### config.mk
export PLATFORM = sky130hd
export DESIGN_NAME = muldiv_ctrl
export DESIGN_NICKNAME = d
export VERILOG_FILES = /design/src/rtl/muldiv_ctrl_pkg.sv /design/src/rtl/muldiv_iter.sv /design/src/rtl/muldiv_ctrl.sv
export SDC_FILE = /design/constraint.sdc
export NUM_CORES = 2
export LEC_CHECK = 0
export ABC_AREA = 0
export CAP_MARGIN = 20
export CELL_PAD_IN_SITES_DETAIL_PLACEMENT = 1
export CELL_PAD_IN_SITES_GLOBAL_PLACEMENT = 2
export CORE_MARGIN = 3
export CORE_UTILIZATION = 33
export DETAILED_ROUTE_END_ITERATION = 12
export GPL_TIMING_DRIVEN = 0
export PLACE_DENSITY = 0.78
export SETUP_SLACK_MARGIN = 0.15
export SLEW_MARGIN = 40
export SYNTH_ARGS = -nofsm -noshare
export SYNTH_HDL_FRONTEND = slang
export SYNTH_HIERARCHICAL = 1
export SYNTH_SLANG_ARGS = --single-unit
### constraint.sdc
create_clock -name clk -period 6.25 [get_ports clk]
set_input_delay 1.25 -clock clk [delete_from_list [all_inputs] [get_ports clk]]
set_output_delay 1.25 -clock clk [all_outputs]
set_load 0.005 [all_outputs]
### src/rtl/muldiv_ctrl_pkg.sv
// Shared types, opcodes and decode helpers for the M-extension mul/div sequencer.
package muldiv_ctrl_pkg;
    localparam int unsigned XLEN = 64;

    typedef logic [31:0]       u32;
    typedef logic [XLEN-1:0]   u64;
    typedef logic [2*XLEN-1:0] u128;

    typedef enum logic [3:0] {
        MUL    = 4'd0,  MULH  = 4'd1,  MULHSU = 4'd2,  MULHU = 4'd3,
        DIV    = 4'd4,  DIVU  = 4'd5,  REM    = 4'd6,  REMU  = 4'd7,
        MULW   = 4'd8,  DIVW  = 4'd9,  DIVUW  = 4'd10, REMW  = 4'd11,
        REMUW  = 4'd12
    } muldiv_op_t;

    typedef logic [1:0] muldiv_state_t;
    localparam muldiv_state_t IDLE = 2'd0;
    localparam muldiv_state_t CALC = 2'd1;
    localparam muldiv_state_t DONE = 2'd2;

    function automatic logic is_div(muldiv_op_t op);
        return op inside {DIV, DIVU, REM, REMU, DIVW, DIVUW, REMW, REMUW};
    endfunction

    function automatic logic is_rem(muldiv_op_t op);
        return op inside {REM, REMU, REMW, REMUW};
    endfunction

    function automatic logic is_w(muldiv_op_t op);
        return op inside {MULW, DIVW, DIVUW, REMW, REMUW};
    endfunction

    // rs1 is treated as signed
    function automatic logic is_signed(muldiv_op_t op);
        return op inside {MULH, MULHSU, DIV, REM, DIVW, REMW};
    endfunction

    function automatic logic is_b_signed(muldiv_op_t op);
        return op inside {MULH, DIV, REM, DIVW, REMW};
    endfunction

    function automatic u64 sext32(u32 v);
        return {{32{v[31]}}, v};
    endfunction
endpackage

### src/rtl/muldiv_iter.sv
// Iterative unsigned core: shift-add multiply / restoring divide, BITS_PER_CY bits per cycle.
module muldiv_iter
    import muldiv_ctrl_pkg::*;
#(
    parameter int unsigned BITS_PER_CY = 1
) (
    input  logic       clk,
    input  logic       resetn,
    input  logic       start,
    input  logic       abort,
    input  logic       is_div,
    input  logic [6:0] len,
    input  u64         a,
    input  u64         b,
    output logic       done,
    output u64         hi,
    output u64         lo
);
    localparam int unsigned B     = BITS_PER_CY;
    localparam int unsigned SHIFT = $clog2(BITS_PER_CY);

    u64          hi_q, lo_q, a_q, b_q;
    logic [6:0]  cnt_q;
    logic        busy_q, is_div_q, w_q;
    u64          step_hi, step_lo, rem_v, quo_v;
    logic [63+B:0] mul_sum;
    logic [64:0] div_t;

    always_comb begin
        mul_sum = {{B{1'b0}}, hi_q} + ({{B{1'b0}}, a_q} * {{64{1'b0}}, lo_q[B-1:0]});
        rem_v   = hi_q;
        quo_v   = lo_q;
        div_t   = '0;
        for (int unsigned i = 0; i < B; i++) begin
            div_t = {rem_v, quo_v[63]};
            quo_v = {quo_v[62:0], 1'b0};
            if (div_t >= {1'b0, b_q}) begin
                div_t    = div_t - {1'b0, b_q};
                quo_v[0] = 1'b1;
            end
            rem_v = div_t[63:0];
        end
        if (is_div_q) begin
            step_hi = rem_v;
            step_lo = quo_v;
        end else begin
            step_hi = mul_sum[63+B:B];
            step_lo = {mul_sum[B-1:0], lo_q[63:B]};
        end
    end

    // The last step is presented combinationally so done lands exactly N cycles after start.
    assign done = busy_q && (cnt_q == 7'd1);
    assign hi   = (!is_div_q && w_q) ? '0 : step_hi;
    assign lo   = (!is_div_q && w_q) ? {step_hi[31:0], step_lo[63:32]} : step_lo;

    always_ff @(posedge clk or negedge resetn) begin
        if (!resetn) begin
            hi_q     <= '0;
            lo_q     <= '0;
            a_q      <= '0;
            b_q      <= '0;
            cnt_q    <= '0;
            busy_q   <= 1'b0;
            is_div_q <= 1'b0;
            w_q      <= 1'b0;
        end else if (abort) begin
            busy_q <= 1'b0;
            cnt_q  <= '0;
        end else if (start) begin
            busy_q   <= 1'b1;
            cnt_q    <= len >> SHIFT;
            is_div_q <= is_div;
            w_q      <= (len == 7'd32);
            a_q      <= a;
            b_q      <= b;
            hi_q     <= '0;
            // 32-bit divides align the dividend to the top so the quotient lands in the low half
            lo_q     <= !is_div ? b : ((len == 7'd32) ? {a[31:0], 32'd0} : a);
        end else if (busy_q) begin
            hi_q  <= step_hi;
            lo_q  <= step_lo;
            cnt_q <= cnt_q - 7'd1;
            if (cnt_q == 7'd1) begin
                busy_q <= 1'b0;
            end
        end
    end
endmodule

### src/rtl/muldiv_ctrl.sv
// Execute-stage mul/div sequencer: operand prep, special cases, iterative core, response hold.
module muldiv_ctrl
    import muldiv_ctrl_pkg::*;
#(
    parameter int unsigned BITS_PER_CY = 1
) (
    input  logic       clk,
    input  logic       resetn,
    input  logic       req_valid,
    input  muldiv_op_t req_op,
    input  u64         req_a,
    input  u64         req_b,
    output logic       req_ready,
    output logic       resp_valid,
    input  logic       resp_ready,
    output u64         resp_data,
    output logic       stall,
    input  logic       flush
);
    muldiv_state_t state_q, state_d;
    muldiv_op_t    op_q, op_d;
    logic          neg_q, neg_d;
    u64            resp_data_q, resp_data_d;

    logic op_w, op_div, op_rem, a_sgn, b_sgn, a_neg, b_neg;
    logic div_zero, div_ovf, special, core_start, core_done;
    u64   a_ext, b_ext, a_mag, b_mag, special_res;
    u64   core_hi, core_lo, div_val, div_fix, calc_res;
    u128  prod, prod_fix;

    assign op_w   = is_w(req_op);
    assign op_div = is_div(req_op);
    assign op_rem = is_rem(req_op);
    assign a_sgn  = is_signed(req_op);
    assign b_sgn  = is_b_signed(req_op);

    assign a_ext = op_w ? (a_sgn ? sext32(req_a[31:0]) : {32'd0, req_a[31:0]}) : req_a;
    assign b_ext = op_w ? (b_sgn ? sext32(req_b[31:0]) : {32'd0, req_b[31:0]}) : req_b;
    assign a_neg = a_sgn && a_ext[63];
    assign b_neg = b_sgn && b_ext[63];
    assign a_mag = a_neg ? (64'd0 - a_ext) : a_ext;
    assign b_mag = b_neg ? (64'd0 - b_ext) : b_ext;

    assign div_zero = (b_ext == '0);
    assign div_ovf  = a_sgn && op_div && (b_ext == '1) &&
                      (a_ext == (op_w ? 64'hFFFF_FFFF_8000_0000 : 64'h8000_0000_0000_0000));
    assign special  = op_div ? (div_zero || div_ovf) : ((a_ext == '0) || (b_ext == '0));

    always_comb begin
        special_res = '0;
        if (op_div && div_zero) begin
            special_res = op_rem ? (op_w ? sext32(req_a[31:0]) : req_a) : '1;
        end else if (op_div) begin
            special_res = op_rem ? '0 : a_ext;
        end
    end

    muldiv_iter #(
        .BITS_PER_CY(BITS_PER_CY)
    ) u_iter (
        .clk    (clk),
        .resetn (resetn),
        .start  (core_start),
        .abort  (flush),
        .is_div (op_div),
        .len    (op_w ? 7'd32 : 7'd64),
        .a      (a_mag),
        .b      (b_mag),
        .done   (core_done),
        .hi     (core_hi),
        .lo     (core_lo)
    );

    always_comb begin
        prod     = {core_hi, core_lo};
        prod_fix = neg_q ? (~prod + 128'd1) : prod;
        div_val  = is_rem(op_q) ? core_hi : core_lo;
        div_fix  = neg_q ? (64'd0 - div_val) : div_val;
        case (op_q)
            MUL:                      calc_res = prod_fix[63:0];
            MULH, MULHSU, MULHU:      calc_res = prod_fix[127:64];
            MULW:                     calc_res = sext32(prod_fix[31:0]);
            DIVW, DIVUW, REMW, REMUW: calc_res = sext32(div_fix[31:0]);
            default:                  calc_res = div_fix;
        endcase
    end

    always_comb begin
        state_d     = state_q;
        op_d        = op_q;
        neg_d       = neg_q;
        resp_data_d = resp_data_q;
        core_start  = 1'b0;
        case (state_q)
            IDLE: begin
                if (req_valid && !flush) begin
                    op_d  = req_op;
                    neg_d = op_rem ? a_neg : (a_neg ^ b_neg);
                    if (special) begin
                        resp_data_d = special_res;
                        state_d     = DONE;
                    end else begin
                        core_start = 1'b1;
                        state_d    = CALC;
                    end
                end
            end
            CALC: begin
                if (flush) begin
                    state_d = IDLE;
                end else if (core_done) begin
                    resp_data_d = calc_res;
                    state_d     = DONE;
                end
            end
            DONE: begin
                if (flush || resp_ready) begin
                    state_d = IDLE;
                end
            end
            default: state_d = IDLE;
        endcase
    end

    always_ff @(posedge clk or negedge resetn) begin
        if (!resetn) begin
            state_q     <= IDLE;
            op_q        <= MUL;
            neg_q       <= 1'b0;
            resp_data_q <= '0;
        end else begin
            state_q     <= state_d;
            op_q        <= op_d;
            neg_q       <= neg_d;
            resp_data_q <= resp_data_d;
        end
    end

    assign req_ready  = (state_q == IDLE);
    assign resp_valid = (state_q == DONE);
    assign resp_data  = resp_data_q;
    assign stall      = req_valid && !(resp_valid && resp_ready);
endmodule
Yosys cells after proc, flatten, opt, wreduce, memory -nomap -nowiden
Cells that the tools add are included.
W data, S select, Z words.
{"block": "classes", "reduce_logical": 37, "eq_ne": 33, "bitwise": 3, "n_div": 0, "n_mul": 1, "n_addsub": 7, "shift": 0, "n_mux": 52, "order_cmp": 1}
{"operator": "$mux W64", "count": 28}
{"operator": "$pmux W64 S4", "count": 1}
{"operator": "$sub A1 B64 Y64 const A", "count": 3}
{"operator": "$add A128 B1 Y128 const B", "count": 1}
{"operator": "$logic_not A64 Y1", "count": 2}
{"operator": "$mux W128", "count": 1}
{"operator": "$not A128 Y128", "count": 1}
{"operator": "$pmux W64 S2", "count": 1}
{"operator": "$add A64 B65 Y65", "count": 1}
{"operator": "$ge A65 B64 Y1", "count": 1}
{"operator": "$mul A64 B1 Y65", "count": 1}
{"operator": "$eq A64 B64 Y1", "count": 1}
{"operator": "$eq A64 B64 Y1 const B", "count": 1}
{"operator": "$sub A64 B64 Y64", "count": 1}
{"operator": "$mux W63", "count": 1}
{"operator": "$eq A4 B4 Y1 const B", "count": 10}
{"operator": "$mux W7", "count": 4}
{"operator": "$eq A4 B3 Y1 const B", "count": 6}
{"operator": "$eq A4 B2 Y1 const B", "count": 3}
{"operator": "$logic_and A1 B1 Y1", "count": 11}
{"operator": "$mux W1", "count": 10}
{"operator": "$mux W2", "count": 5}
{"operator": "$reduce_bool A5 Y1", "count": 2}
{"operator": "$eq A4 B1 Y1 const B", "count": 2}
{"operator": "other kinds (25)", "count": 36}
{"block": "word_totals", "romBits": 0, "ff_bits": 337, "n_memories": 0, "output_inout_bits": 67, "latchBits": 0, "ramBits": 0}

Longest topological paths before layout
{"block": "depth", "word_depth": 14, "ltp_mapped": 30}

By module
The synthesis kept the hierarchy.
{"module": "muldiv_iter", "cells_per_inst": 3060, "instances": 1, "area_each_um2": 22919.5}
{"module": "muldiv_ctrl", "cells_per_inst": 2606, "instances": 1, "area_each_um2": 17693.2}

Worst setup path before layout
No wires, ideal clock.
{"block": "synth_timing", "path_type": "reg-to-reg", "from": "reg u_iter.lo_q[0]", "to": "reg resp_data_q[50] (netlist: resp_data[50])", "required_ps": 6128, "path_buffers": 4, "setup_time_ps": 122, "synth_period_minus_slack_ps": 6204, "path_stages_with_launch": 27, "path_slack_ps": 46, "t_arrival_ps": 6082, "cell_sequence": "dfrtp_1 clkbuf_1 clkbuf_1 and2_1 ha_1 a21o_1 or3_1 o211ai_1 o31ai_2 a31o_2 nand3_1 nand2_1 a21oi_1 xor2_1 mux2i_1 and2_1 or4_1 or4_1 buf_2 or4_4 or2_1 buf_6 o41ai_4 xor2_1 o22ai_1 or3_1 a32o_1"}
{"block": "synth_between", "elab_chain_cells": 11}
{"element": "start: declaration", "line": "muldiv_iter.sv:22", "rtl": "u64 hi_q, lo_q, a_q, b_q;"}
{"element": "start signal: assignment", "line": "muldiv_iter.sv:79", "rtl": "lo_q <= !is_div ? b : ((len == 7'd32) ? {a[31:0], 32'd0} : a);"}
{"element": "start signal: assignment", "line": "muldiv_iter.sv:82", "rtl": "lo_q <= step_lo;"}
{"element": "$mul A64 B1 Y65 (*)", "line": "muldiv_iter.sv:30", "rtl": "mul_sum = {{B{1'b0}}, hi_q} + ({{B{1'b0}}, a_q} * {{64{1'b0}}, lo_q[B-1:0]});"}
{"element": "$add A64 B65 Y65 (*)", "line": "muldiv_iter.sv:30"}
{"element": "$mux W64 (*)", "line": "muldiv_iter.sv:43", "rtl": "if (is_div_q) begin"}
{"element": "$mux W64 (*)", "line": "muldiv_iter.sv:54", "rtl": "assign hi = (!is_div_q && w_q) ? '0 : step_hi;"}
{"element": "net core_hi[25]", "line": "muldiv_ctrl.sv:28", "rtl": "u64 core_hi, core_lo, div_val, div_fix, calc_res;"}
{"element": "$not A128 Y128 / $mux W64 (equally long branches)", "line": "muldiv_ctrl.sv:76, muldiv_ctrl.sv:77"}
{"element": "$add A128 B1 Y128 / $sub A1 B64 Y64 (equally long branches)", "line": "muldiv_ctrl.sv:76, muldiv_ctrl.sv:78"}
{"element": "$mux W128 / $mux W64 (equally long branches)", "line": "muldiv_ctrl.sv:76, muldiv_ctrl.sv:78"}
{"element": "$pmux W64 S4 (*)", "line": "muldiv_ctrl.sv:79", "rtl": "case (op_q)"}
{"element": "$mux W64 (*)", "line": "muldiv_ctrl.sv:111", "rtl": "end else if (core_done) begin"}
{"element": "$mux W64 (*)", "line": "muldiv_ctrl.sv:109", "rtl": "if (flush) begin"}
{"element": "$pmux W64 S2 (*)", "line": "muldiv_ctrl.sv:94", "rtl": "case (state_q)"}
{"element": "end signal: assignment", "line": "muldiv_ctrl.sv:135", "rtl": "resp_data_q <= resp_data_d;"}
{"element": "end: declaration", "line": "muldiv_ctrl.sv:23", "rtl": "u64 resp_data_q, resp_data_d;"}
Mark *: on every way through the listed nets, which the timed path passes. The rest lies on a longest branch. The select of a mux whose other input is x is not followed.
A chain may end at the register's enable or synchronous reset.

Final worst setup path
{"block": "layout_timing", "from": "reg u_iter.hi_q[3]", "to": "reg resp_data_q[27] (netlist: resp_data[27])"}
{"block": "layout_between", "elab_chain_cells": 11}
{"element": "start: declaration", "line": "muldiv_iter.sv:22"}
{"element": "start signal: assignment", "line": "muldiv_iter.sv:81", "rtl": "hi_q <= step_hi;"}
{"element": "$sub A64 B64 Y64 / $ge A65 B64 Y1 (equally long branches)", "line": "muldiv_iter.sv:38, muldiv_iter.sv:37"}
{"element": "$mux W64", "line": "muldiv_iter.sv:37", "rtl": "if (div_t >= {1'b0, b_q}) begin"}
{"element": "$mux W64 (*)", "line": "muldiv_iter.sv:43"}
{"element": "$mux W64 (*)", "line": "muldiv_iter.sv:54"}
{"element": "net core_hi[7]", "line": "muldiv_ctrl.sv:28"}
{"element": "$not A128 Y128 / $mux W64 (equally long branches)", "line": "muldiv_ctrl.sv:76, muldiv_ctrl.sv:77"}
{"element": "$add A128 B1 Y128 / $sub A1 B64 Y64 (equally long branches)", "line": "muldiv_ctrl.sv:76, muldiv_ctrl.sv:78"}
{"element": "$mux W128 / $mux W64 (equally long branches)", "line": "muldiv_ctrl.sv:76, muldiv_ctrl.sv:78"}
{"element": "$pmux W64 S4 (*)", "line": "muldiv_ctrl.sv:79"}
{"element": "$mux W64 (*)", "line": "muldiv_ctrl.sv:111"}
{"element": "$mux W64 (*)", "line": "muldiv_ctrl.sv:109"}
{"element": "$pmux W64 S2 (*)", "line": "muldiv_ctrl.sv:94"}
Marks and branches as above.

==> metrics.cfg <==
[status]
violations = negative setup slack
status = complete, but fails checks

[synth]
synth_ff_type = dfrtp_1
yosys.area.top_type = dfrtp_1
yosysMostFrequentCell = nand2_1
synthArstFlopShare_pct = 100
synthCells = 5666
yosysUniqueCellTypes = 118
syn_area_per_cell_um2 = 7.17
synthTopCellsByCount = 824 x nand2_1, 543 x a21oi_1, 458 x o21ai_0, 402 x clkbuf_1, 346 x nor2_1
ys_seq_area_share_pct = 20.8
synth_top_area_share_pct = 20.8
synth.area.top_cells = dfrtp_1 21%, nand2_1 7.6%, a21oi_1 6.7%
synth_seq_cells = 337
syn-cell-area_um2 = 40600
yosysWarnings = 6
synth_edf_count = 0

[sta]
whs_ns = 0.473
setup_ws_ns = -1.43
finalSetupViolCount = 64
timing_max_transition_violations_final = 0
rsz0062_at_grt = yes
tightest_slew_ns = 1.16
max_freq_mhz = 130
hold_viol = 0
period_needed_ns = 7.68
slew_headroom_pct = 22.9
min_period_over_period_pct = 123
fin_setup_tns_ns = -65.17
skew_ns = 0.0273

[clock_tree]
cts.reportedPaths.clkPinSlew_ns = 0.06
tritoncts = built
ctsHoldBuffers = 0
htree_levels = 2
cts_buffer_depth = 3
clk_latency_ns = 0.64
cts.sinks = 337
numCtsBuffers = 46
root_buffer = clkbuf_16

[worst_setup_path]
cp.required_ns = 6.76
crit_buf_inv = 9
crit_path_max_fanout = 7
critPathSlowestCell = or4_4
critPathKind = flop to flop
r2r_cells = 30
cp.arrival_ns = 8.19
start_kind = flop
cpPeakStageDelay_ns = 0.56
critPathCaptureType = flop
cp_num_cells = 30
critical_path.top_delay_family = simple AND/OR/NAND/NOR gates

[floorplanning]
die_area_um2 = 127000
core_area_um2 = 122000
die_h_um = 357
die_w_um = 357
start_util_pct = 33.3
ios = 204
rows = 128

[pwr]
total_leakage_power_uw = 0.0210
peakVddDrop_uv = 365
power_density_nw_per_um2 = 703

[grt]
grt_max_degree = 75
grt.total_usage_pct = 46.7
grt_pass1_wl_um = 418000
grt_overflow_total = 0
grt_pass1_vias = 50900
antenna_found_initial = 28

[min_path]
hold_path_class = flop to flop
hold_depth = 2

[routing]
routedWlPerCell_um = 39.4
via_per_inst = 6.78
drt_pass1_iterations = 6
wl_um = 310000
first_iter_violations = 7761
ant_nets = 0
drc = 0
route.vias.total = 53400

[layout]
final_cell_area_um2 = 53800
nets = 6471
fin_cells = 7872
drive_gt1_share_pct = 19.1
area_growth_pct = 32.5

[placed_design]
place_inst = 7562
numPortBuffers = 202
dpl_cell_area_um2 = 46100
detailed_place_hpwl_um = 251000
place.gp.congestion = 1.11

[job]
max_cap_violations = 0

==> registers in the layout, indices dropped and copies added, names as in the netlist, 2 cells and up <==
name	cells
op_q	4
u_iter/cnt_q	7
u_iter/hi_q	64
u_iter/lo_q	64
resp_data	64
state_q	2
u_iter/b_q	64
u_iter/a_q	64
==> routing by layer <==
layer,up-vias,track usage (%),part of all wire (%)
met3,762,18.1,13
met1,27000,61.7,40
li1,22000,-,-
met4,20,24.9,7.0
met5,-,0.717,0.27
met2,3556,65.1,39
==> timing repair <==
action | in CTS | in global routing
gates cloned | 1 | 0
pin swaps | 147 | 124
endpoints found under the setup margin | 328 | 175
resized for setup | 559 | 273
buffers inserted | 150 | 65
==> final cells by class <==
cell class,instances,area (µm²)
Antenna cell,15,37.5
Buffer,469,2310
Clock buffer,55,1290
Clock inverter,28,443
Fill cell,14800,68200
Inverter,139,533
Multi-Input combinational cell,4722,34100
Sequential cell,337,8440
Tap cell,1625,2030
Timing Repair Buffer,482,4600
==> power breakdown <==
part	switching, µW	total (µW)	internal, µW	leakage [µW]
clock	1210	3100	1890	0.000833
combinational	20600	30600	9920	0.0160
sequential	1080	4170	3080	0.00415
==> worst paths after layout <==
path	startpoint	to	slack, ns
max in group asynchronous	resetn	resp_data[22]	3.98
min	u_iter/a_q[52]	u_iter/a_q[52]	0.47
min in group asynchronous	resetn	u_iter/hi_q[33]	0.52
min reg2reg	u_iter/a_q[52]	u_iter/a_q[52]	0.47
max	u_iter/hi_q[3]	resp_data[27]	-1.43
max reg2reg	u_iter/hi_q[3]	resp_data[27]	-1.43
==> logic make-up (layout without fill, tap and decap cells) <==
group                    after synthesis  after routing  synth area share [%]
other                                  1             25               0.00923
multiplexers                         176            176                  4.41
buffers and inverters                616           1173                  6.01
adder cells (fa/ha/maj)              137            137                  4.26
flip-flops                           337            337                  20.8
AO/OA/AOI/OAI                       1963           1963                  31.4
AND/OR/NAND/NOR                     2058           2058                  25.0
XOR/XNOR                             378            378                  8.15
==> cell usage in the layout (no fill, tap or decap), types with 102 or more instances in the layout <==
cell type and n:
and2_1 102, clkbuf_2 108, mux2i_1 128, ha_1 118
nand3b_1 115, clkbuf_1 265, nand2_1 816, dfrtp_1 333
a21oi_1 492, xor2_1 163, nor2_1 316, o21ai_0 359
clkdlybuf4s50_1 199, inv_1 127, xnor2_1 165, buf_4 217
==> per-stage QoR <==
step	total power (µW)	util, %	setup WS [ns]
final	37800	44.1	-1.43
after global routing	38300	44.1	-1.46
after CTS	34600	42.6	-1.38
after detailed placement	27900	37.8	-3.50
after global placement	26700	36.7	-12.04
after floorplan	16200	-	0.101
==> worst reg2reg max path, delay by kind of cell, from the launching register on <==
| family | cells | cell delay [ns] |
|---|---|---|
| AOI/OAI and AO/OA | 8 | 1.98 |
| xor gates and xnor gates | 1 | 0.32 |
| adders and majority gates | 1 | 0.31 |
| buffers and inverters | 9 | 1.65 |
| DFF | 1 | 0.49 |
| muxes | 1 | 0.30 |
| and+or+nand+nor | 10 | 2.52 |
No activity file was read; power rests on OpenSTA's default activity.
